## config.mk

```make
export PLATFORM = sky130hd
export DESIGN_NAME = alu_arbiter
export DESIGN_NICKNAME = d
export VERILOG_FILES = /design/src/rtl/alu_arbiter_pkg.sv /design/src/rtl/alu_arbiter_rr.sv /design/src/rtl/alu_arbiter.sv
export SDC_FILE = /design/constraint.sdc
export NUM_CORES = 1
export LEC_CHECK = 0
export BUFFER_PORTS_ARGS = -buffer_cell sky130_fd_sc_hd__buf_2
export CAP_MARGIN = 10
export CELL_PAD_IN_SITES_DETAIL_PLACEMENT = 1
export CELL_PAD_IN_SITES_GLOBAL_PLACEMENT = 2
export CORE_MARGIN = 4
export CORE_UTILIZATION = 30
export CTS_CLUSTER_SIZE = 10
export DETAILED_ROUTE_END_ITERATION = 10
export PLACE_DENSITY = 0.87
export SLEW_MARGIN = 40
export SYNTH_ARGS = -nofsm -noshare
export SYNTH_HDL_FRONTEND = slang
export SYNTH_HIERARCHICAL = 1
export SYNTH_SLANG_ARGS = --single-unit
```

## constraint.sdc

```tcl
create_clock -name clk -period 3.2 [get_ports clk]
set_input_delay 0.8 -clock clk [delete_from_list [all_inputs] [get_ports clk]]
set_output_delay 0.8 -clock clk [all_outputs]
set_load 0.05 [all_outputs]
```

## src/rtl/alu_arbiter_pkg.sv

```systemverilog
// Shared definitions for the two-requester ALU arbiter.
// State encodings and default datapath widths.
package alu_arbiter_pkg;

    localparam int ALU_W     = 8;
    localparam int ALU_SEL_W = 4;

    typedef logic [1:0] state_t;

    localparam state_t ST_IDLE = 2'd0;
    localparam state_t ST_EXEC = 2'd1;
    localparam state_t ST_RESP = 2'd2;

endpackage

```

## src/rtl/alu_arbiter_rr.sv

```systemverilog
// Two-way round-robin grant with a single pointer flop.
// The pointer moves past the served requester on advance.
module rr_arb2
    import alu_arbiter_pkg::*;
(
    input  logic       clk,
    input  logic       rst_n,
    input  logic [1:0] req,
    input  logic       advance,
    input  logic       owner,
    output logic [1:0] grant
);

    logic ptr;

    always_ff @(posedge clk or negedge rst_n) begin
        if (!rst_n) begin
            ptr <= 1'b0;
        end else if (advance) begin
            ptr <= ~owner;
        end
    end

    always_comb begin
        grant = req;
        if (&req) begin
            grant = ptr ? 2'b10 : 2'b01;
        end
    end

endmodule

```

## src/rtl/alu_arbiter.sv

```systemverilog
// Shares one combinational ALU between two valid/ready requesters.
// One operation in flight: IDLE -> EXEC -> RESP -> IDLE.
module alu_arbiter
    import alu_arbiter_pkg::*;
#(
    parameter int WIDTH = ALU_W,
    parameter int SEL_W = ALU_SEL_W
) (
    input  logic             clk,
    input  logic             rst_n,
    input  logic             req0_valid,
    output logic             req0_ready,
    input  logic [WIDTH-1:0] req0_a,
    input  logic [WIDTH-1:0] req0_b,
    input  logic [SEL_W-1:0] req0_sel,
    output logic             rsp0_valid,
    input  logic             rsp0_ready,
    output logic [WIDTH-1:0] rsp0_data,
    input  logic             req1_valid,
    output logic             req1_ready,
    input  logic [WIDTH-1:0] req1_a,
    input  logic [WIDTH-1:0] req1_b,
    input  logic [SEL_W-1:0] req1_sel,
    output logic             rsp1_valid,
    input  logic             rsp1_ready,
    output logic [WIDTH-1:0] rsp1_data,
    output logic [WIDTH-1:0] alu_a,
    output logic [WIDTH-1:0] alu_b,
    output logic [SEL_W-1:0] alu_sel,
    input  logic [WIDTH-1:0] alu_out,
    output logic             busy
);

    state_t     state;
    logic       owner;
    logic [1:0] req;
    logic [1:0] grant;
    logic       idle;
    logic       rsp_hs;

    assign idle = (state == ST_IDLE);
    assign req  = {req1_valid, req0_valid};

    rr_arb2 u_arb (
        .clk     (clk),
        .rst_n   (rst_n),
        .req     (req),
        .advance (rsp_hs),
        .owner   (owner),
        .grant   (grant)
    );

    assign req0_ready = idle & grant[0];
    assign req1_ready = idle & grant[1];
    assign rsp0_valid = (state == ST_RESP) & ~owner;
    assign rsp1_valid = (state == ST_RESP) & owner;
    assign busy       = ~idle;

    assign rsp_hs = owner ? (rsp1_valid & rsp1_ready)
                          : (rsp0_valid & rsp0_ready);

    always_ff @(posedge clk or negedge rst_n) begin
        if (!rst_n) begin
            state     <= ST_IDLE;
            owner     <= 1'b0;
            alu_a     <= '0;
            alu_b     <= '0;
            alu_sel   <= '0;
            rsp0_data <= '0;
            rsp1_data <= '0;
        end else begin
            case (state)
                ST_IDLE: begin
                    if (|req) begin
                        state   <= ST_EXEC;
                        owner   <= grant[1];
                        alu_a   <= grant[1] ? req1_a : req0_a;
                        alu_b   <= grant[1] ? req1_b : req0_b;
                        alu_sel <= grant[1] ? req1_sel : req0_sel;
                    end
                end
                ST_EXEC: begin
                    if (owner) begin
                        rsp1_data <= alu_out;
                    end else begin
                        rsp0_data <= alu_out;
                    end
                    state <= ST_RESP;
                end
                ST_RESP: begin
                    if (rsp_hs) begin
                        state <= ST_IDLE;
                    end
                end
                default: state <= ST_IDLE;
            endcase
        end
    end

endmodule
```

==> summary.md, run 1 <==
| Metric | Value |
|---|---|
| DIE AREA | `between 0.007 and 0.008 mm2` |
| Crit path DAT | `between 1 and 1.5 ns` |
| Fin. Hold Viols | `0` |
| Final wirelength | `approximately 4.5 mm` |
| Fmax | `436 MHz` |
| Yosys top cell area share | `54.4%` |
| Worst-Margin Slew | `around 0.6 ns` |
| Worst Setup SP | `req0_valid` |
| GRT Overall Usage | `around 12%` |
| Final cycle utilization of the critical path | `between 70% and 80%` |
| Die extent in x | `~86 um` |
| Area growth syn-to-layout | `37.7%` |
| Hpwl dp | `roughly 3.5 mm` |
| IO Pins | `95` |
| Status | `complete, no violations` |
| Post-Place Cells | `approximately 290` |
| RSZ-0062 raised after global routing | `no` |
| Synth top area cells | `dfrtp_1 54%, mux2_2 31%, mux2_4 6.5%` |
| Htree depth | `2` |
| TritonRoute pass-1 iters | `4` |
| Leading area contributor after synthesis | `dfrtp_1` |
| Cell count after synthesis | `121` |
| CTS tree | `yes` |
| Mean Syn Cell Area | `15.2 um2` |
| Count leader, synth | `mux2_2` |
| Syn Nets | `about 180` |
| Placed instance area | `around 0.0024 mm2` |
| Final net count | `roughly 270` |
| Largest net degree at the start of global routing | `41` |
| Reg-to-reg startpoint | `state[0]` |
| # Max-Cap Violations | `0` |
| CTS Buffer Depth | `2` |
| Synth cell types | `19` |
| Crit path kind | `in2out` |
| Startpoint Class | `primary input` |
| Gr ovfl total | `0` |
| R2r setup slk | `roughly 1.5 ns` |
| Final Max Tran Viols | `0` |
| Clock Pin Slew Worst Setup and Hold Paths | `approximately 0.070 ns` |
| Max Clock Skew | `approximately 0.0056 ns` |
| Postcts setup bufs | `0` |
| Via density | `between 4 and 5` |
| Worst Path Required | `between 2 and 2.5 ns` |
| TritonCTS Buffers | `5` |
| Clk sinks | `40` |
| Flops & latches, synth | `40` |
| Vias in the first global route | `~1,500` |
| Post-synthesis instance area | `0.00184 mm2` |
| Fin cells | `between 200 and 300` |
| Critical path capture point type | `output port` |
| Post-route cell area | `about 0.0025 mm2` |
| Type of the worst min-delay path | `in2async` |
| Fillers | `657` |
| Setup violators final | `0` |
| Critical path fanouts, max | `3` |
| Initial antenna violation count | `0` |
| # resized after CTS | `0` |
| Root buf cell | `clkbuf_8` |
| Max-slew headroom | `~59%` |
| Gpl congestion | `around 0.70` |
| Worst reg2reg path endpoint | `alu_a[6]` |
| Count of input and output buffers | `94` |
| Synth top cells by count | `50 x mux2_2, 40 x dfrtp_1, 8 x mux2_4, 3 x buf_6, 3 x nor2_1` |
| Residual DRC count | `0` |
| Post-synthesis sequential area ratio | `a little over half` |
| Sum of negative setup slack | `0 ns` |
| Clk_lat worst skew | `approximately 0.29 ns` |
| Cell Rows | `28` |
| Hold bufs inserted after CTS | `0` |
| Tmin final | `about 2.3 ns` |
| Die Y | `86.3 um` |
| Vias after detailed routing | `~1,300` |
| Layout cell share with drive strength beyond 1 | `between 70% and 80%` |
| Post-route ant nets | `0` |
| Worst reg-to-reg path cell count | `3` |
| Initial core utilization | `between 30% and 40%` |
| EDFF count, synth | `0` |
| Top_reg_cell synth | `dfrtp_1` |
| Post-synth ARST share | `100%` |
| First-pass GRT wire length | `a little over 7 mm` |
| Antenna Cells | `0` |
| Initial DRC count | `13` |
| WL/cell | `15.3 um` |
| Yosys warnings | `6` |
| Core area | `0.00592 mm2` |
## metrics by stage
step / setup WS, ns / utilization, % / hold slack (ns)
floorplan: 0.663 / - / 0.504
global placement: 0.926 / 40.0 / 0.484
detailed placement: 0.903 / 40.1 / 0.491
CTS: 0.902 / 42.8 / 0.495
global route: 0.858 / 42.8 / 0.515
finish: 0.908 / 42.8 / 0.479
## worst max-delay path by stage
stage,to,cells after the start
2_1_floorplan,req1_ready,3
3_3_place_gp,req1_ready,4
3_5_place_dp,req0_ready,4
4_1_cts,req1_ready,4
5_1_grt,req0_ready,4
6_report,req0_ready,4
## layer usage
metal,vias up,wire [um],share of wire [%],GRT usage [%]
met5,-,0,0,0
met4,0,61,1.4,4.25
met3,5,379,8.4,3.33
met2,54,2340,52,22.4
met1,670,1710,38,13.6
li1,620,-,-,-
## logic make-up (layout without fill, tap and decap cells)
kind of cell / after synthesis / in the layout / synth area share, %
AO/OA/AOI/OAI: 5 / 5 / 2.04
multiplexers: 59 / 59 / 37.7
buffers and inverters: 8 / 106 / 2.99
AND/OR/NAND/NOR: 9 / 9 / 2.86
flip-flops: 40 / 40 / 54.4
## cell usage in the layout (no fill, tap or decap)
cell       synthesis  layout
buf_2              2      93
mux2_2            50      50
dfrtp_1           40      40
mux2_4             8       8
clkbuf_8           0       5
nor2_1             3       3
bufinv_16          0       3
inv_1              2       2
and2_1             2       2
buf_4              0       2
or2b_1             1       1
inv_2              1       1
a22o_1             1       1
o21a_2             1       1
nand2b_2           1       1
nor2_2             1       1
or2_1              1       1
o21ai_0            1       1
a21boi_0           1       1
a21boi_2           0       1
mux2i_1            1       1
## critical path, stage by stage
cell      delay [ns]
buf_2           0.11
a21boi_0        0.17
and2_1          0.15
buf_2           0.26
## area by class of cell
type	count	area, um2	area share [%]
clock buffers	5	68.8	2.72
clock inverters	3	90.1	3.56
inverters	3	11.3	0.445
multi-input cells	73	787	31.1
flip-flops and latches	40	1000	39.5
well taps	75	93.8	3.71
repair buffers	95	480	19.0
## flip-flops by register name, indices dropped and copies added (netlist names)
signal     flops
alu_a          8
alu_b          8
rsp0_data      8
rsp1_data      8
alu_sel        4
state          2
owner          1
u_arb/ptr      1
Power of run 1 is not shown: default switching activity piles up to over one toggle a cycle in this logic, so the estimate is an artifact.
==> run 2: changes to the inputs <==
--- a/config.mk
+++ b/config.mk
@@ -10,10 +10,10 @@
 export CELL_PAD_IN_SITES_DETAIL_PLACEMENT = 1
 export CELL_PAD_IN_SITES_GLOBAL_PLACEMENT = 2
 export CORE_MARGIN = 4
-export CORE_UTILIZATION = 30
+export CORE_UTILIZATION = 28
 export CTS_CLUSTER_SIZE = 10
 export DETAILED_ROUTE_END_ITERATION = 10
-export PLACE_DENSITY = 0.87
+export PLACE_DENSITY = 0.82
 export SLEW_MARGIN = 40
 export SYNTH_ARGS = -nofsm -noshare
 export SYNTH_HDL_FRONTEND = slang
==> constraint.sdc (replaced) <==
create_clock -name clk -period 2.2 [get_ports clk]
set_input_delay 0.55 -clock clk [delete_from_list [all_inputs] [get_ports clk]]
set_output_delay 0.55 -clock clk [all_outputs]
set_load 0.05 [all_outputs]
==> run 2 against run 1 <==
Effect of this change: clock-buffer cell count unchanged; global-route usage fell by 0.99 points; critical endpoint is now rsp0_valid; register-to-register slack got worse by 1.0 ns.
==> summary.md, run 2 (same netlist as run 1, synthesis figures left out) <==
| Metric | Value |
|---|---|
| WL/cell | `15.1 um` |
| Worst reg2reg path endpoint | `alu_b[7]` |
| Fmax | `510 MHz` |
| Max Clock Skew | `approximately 0.0068 ns` |
| Die extent in x | `89.1 um` |
| Cell Rows | `29` |
| Crit path DAT | `roughly 1.4 ns` |
| Max-slew headroom | `about three fifths` |
| Worst reg-to-reg path cell count | `3` |
| Worst-Margin Slew | `roughly 0.59 ns` |
| Residual DRC count | `0` |
| Slowest CP cell | `dfrtp_1` |
| Initial core utilization | `between 20% and 30%` |
| Postcts setup bufs | `0` |
| Root buf cell | `clkbuf_8` |
| GRT Overall Usage | `a little under an eighth` |
| Worst Path Required | `1.65 ns` |
| Hold bufs inserted after CTS | `0` |
| Crit path max-delay family | `simple AND/OR/NAND/NOR gates` |
| CP bufs+invs | `1` |
| Antenna Cells | `0` |
| Tmin final | `just under 2 ns` |
| R2r setup slk | `0.51 ns` |
| Fin. Hold Viols | `0` |
| CTS Buffer Depth | `2` |
| Gr ovfl total | `0` |
| Worst-path cell chain | `or2b_1 -> nor2_1 -> buf_2` |
| Fillers | `around 700` |
| Area growth syn-to-layout | `35.5%` |
| Critical path capture point type | `output port` |
| Startpoint Class | `register` |
| TritonCTS Buffers | `5` |
| Core area | `approximately 0.0063 mm2` |
| Count of input and output buffers | `94` |
| Type of the worst min-delay path | `in2async` |
| Die Y | `approximately 90 um` |
| Post-route ant nets | `0` |
| CTS tree | `yes` |
| Layout cell share with drive strength beyond 1 | `between 70% and 80%` |
| Vias in the first global route | `approximately 1,400` |
| Initial antenna violation count | `0` |
| Vias after detailed routing | `1,333` |
| DIE AREA | `around 0.0079 mm2` |
| Initial DRC count | `7` |
| Clock Pin Slew Worst Setup and Hold Paths | `~0.080 ns` |
| Sum of negative setup slack | `0 ns` |
| Final wirelength | `4.48 mm` |
| Critical path fanouts, max | `3` |
| Largest net degree at the start of global routing | `slightly above 40` |
| Final Max Tran Viols | `0` |
| Slowest stage delay, CP | `0.41 ns` |
| Most common cell after layout, fill and taps aside | `buf_2` |
| Reg-to-reg startpoint | `state[0]` |
| Hpwl dp | `roughly 3.4 mm` |
| Htree depth | `2` |
| TritonRoute pass-1 iters | `3` |
| IO Pins | `between 90 and 100` |
| Crit path kind | `reg2out` |
| RSZ-0062 raised after global routing | `no` |
| First-pass GRT wire length | `6.81 mm` |
| # Max-Cap Violations | `0` |
| # resized after CTS | `0` |
| Setup violators final | `0` |
| Status | `complete, no violations` |
| Via density | `about 4.5` |
| Clk_lat worst skew | `0.29 ns` |
| Final net count | `roughly 270` |
| Final cycle utilization of the critical path | `between 80 and 90%` |
| Gpl congestion | `approximately 0.74` |
| Most frequent cells in the layout | `94 x buf_2, 50 x mux2_2, 40 x dfrtp_1` |
| Clk sinks | `40` |
## run 2: cell count changes in the layout (fill, tap and decap cells not counted), sizes merged
cell,delta
buf,+1
bufinv,-2
clkinv,+1
clkinvlp,+1
## run 2: how the worst max path moves through the flow
stage,start,depth (start not counted),endpoint
3_3_place_gp,req1_valid,5,alu_a[0]
5_1_grt,state[0],3,rsp0_valid
4_1_cts,state[0],3,rsp0_valid
6_report,state[0],3,rsp0_valid
3_5_place_dp,req1_valid,5,alu_b[7]
2_1_floorplan,req1_valid,3,req1_ready
## run 2: per-layer routing
layer	wire length [um]	vias up	GRT usage [%]
met4	51	0	3.25
met5	0	-	0
met3	443	6	4.06
met1	1760	654	12.9
met2	2220	53	19.8
li1	-	620	-
## run 2: final cells by class
type	count	area (um2)	share of cell area, %
sequential	40	1000	40.2
multi-input combinational	73	787	31.6
timing repair buffer	96	485	19.5
tap	77	96.3	3.87
clock buffer	5	68.8	2.76
clock inverter	3	42.5	1.71
inverter	3	11.3	0.452
## run 2: stage by stage
stage / hold slack [ns] / std cells / setup WS, ns / utilization, % / cell area (um2)
floorplan: 0.254 / 121 / 0.163 / - / 1840
finish: 0.312 / 297 / 0.239 / 39.3 / 2490
CTS: 0.334 / 297 / 0.221 / 39.3 / 2490
global route: 0.355 / 297 / 0.153 / 39.3 / 2490
detailed placement: 0.491 / 289 / 0.308 / 37.5 / 2380
global placement: 0.485 / 289 / 0.338 / 37.5 / 2380
Power of run 2 is left out for the same reason.
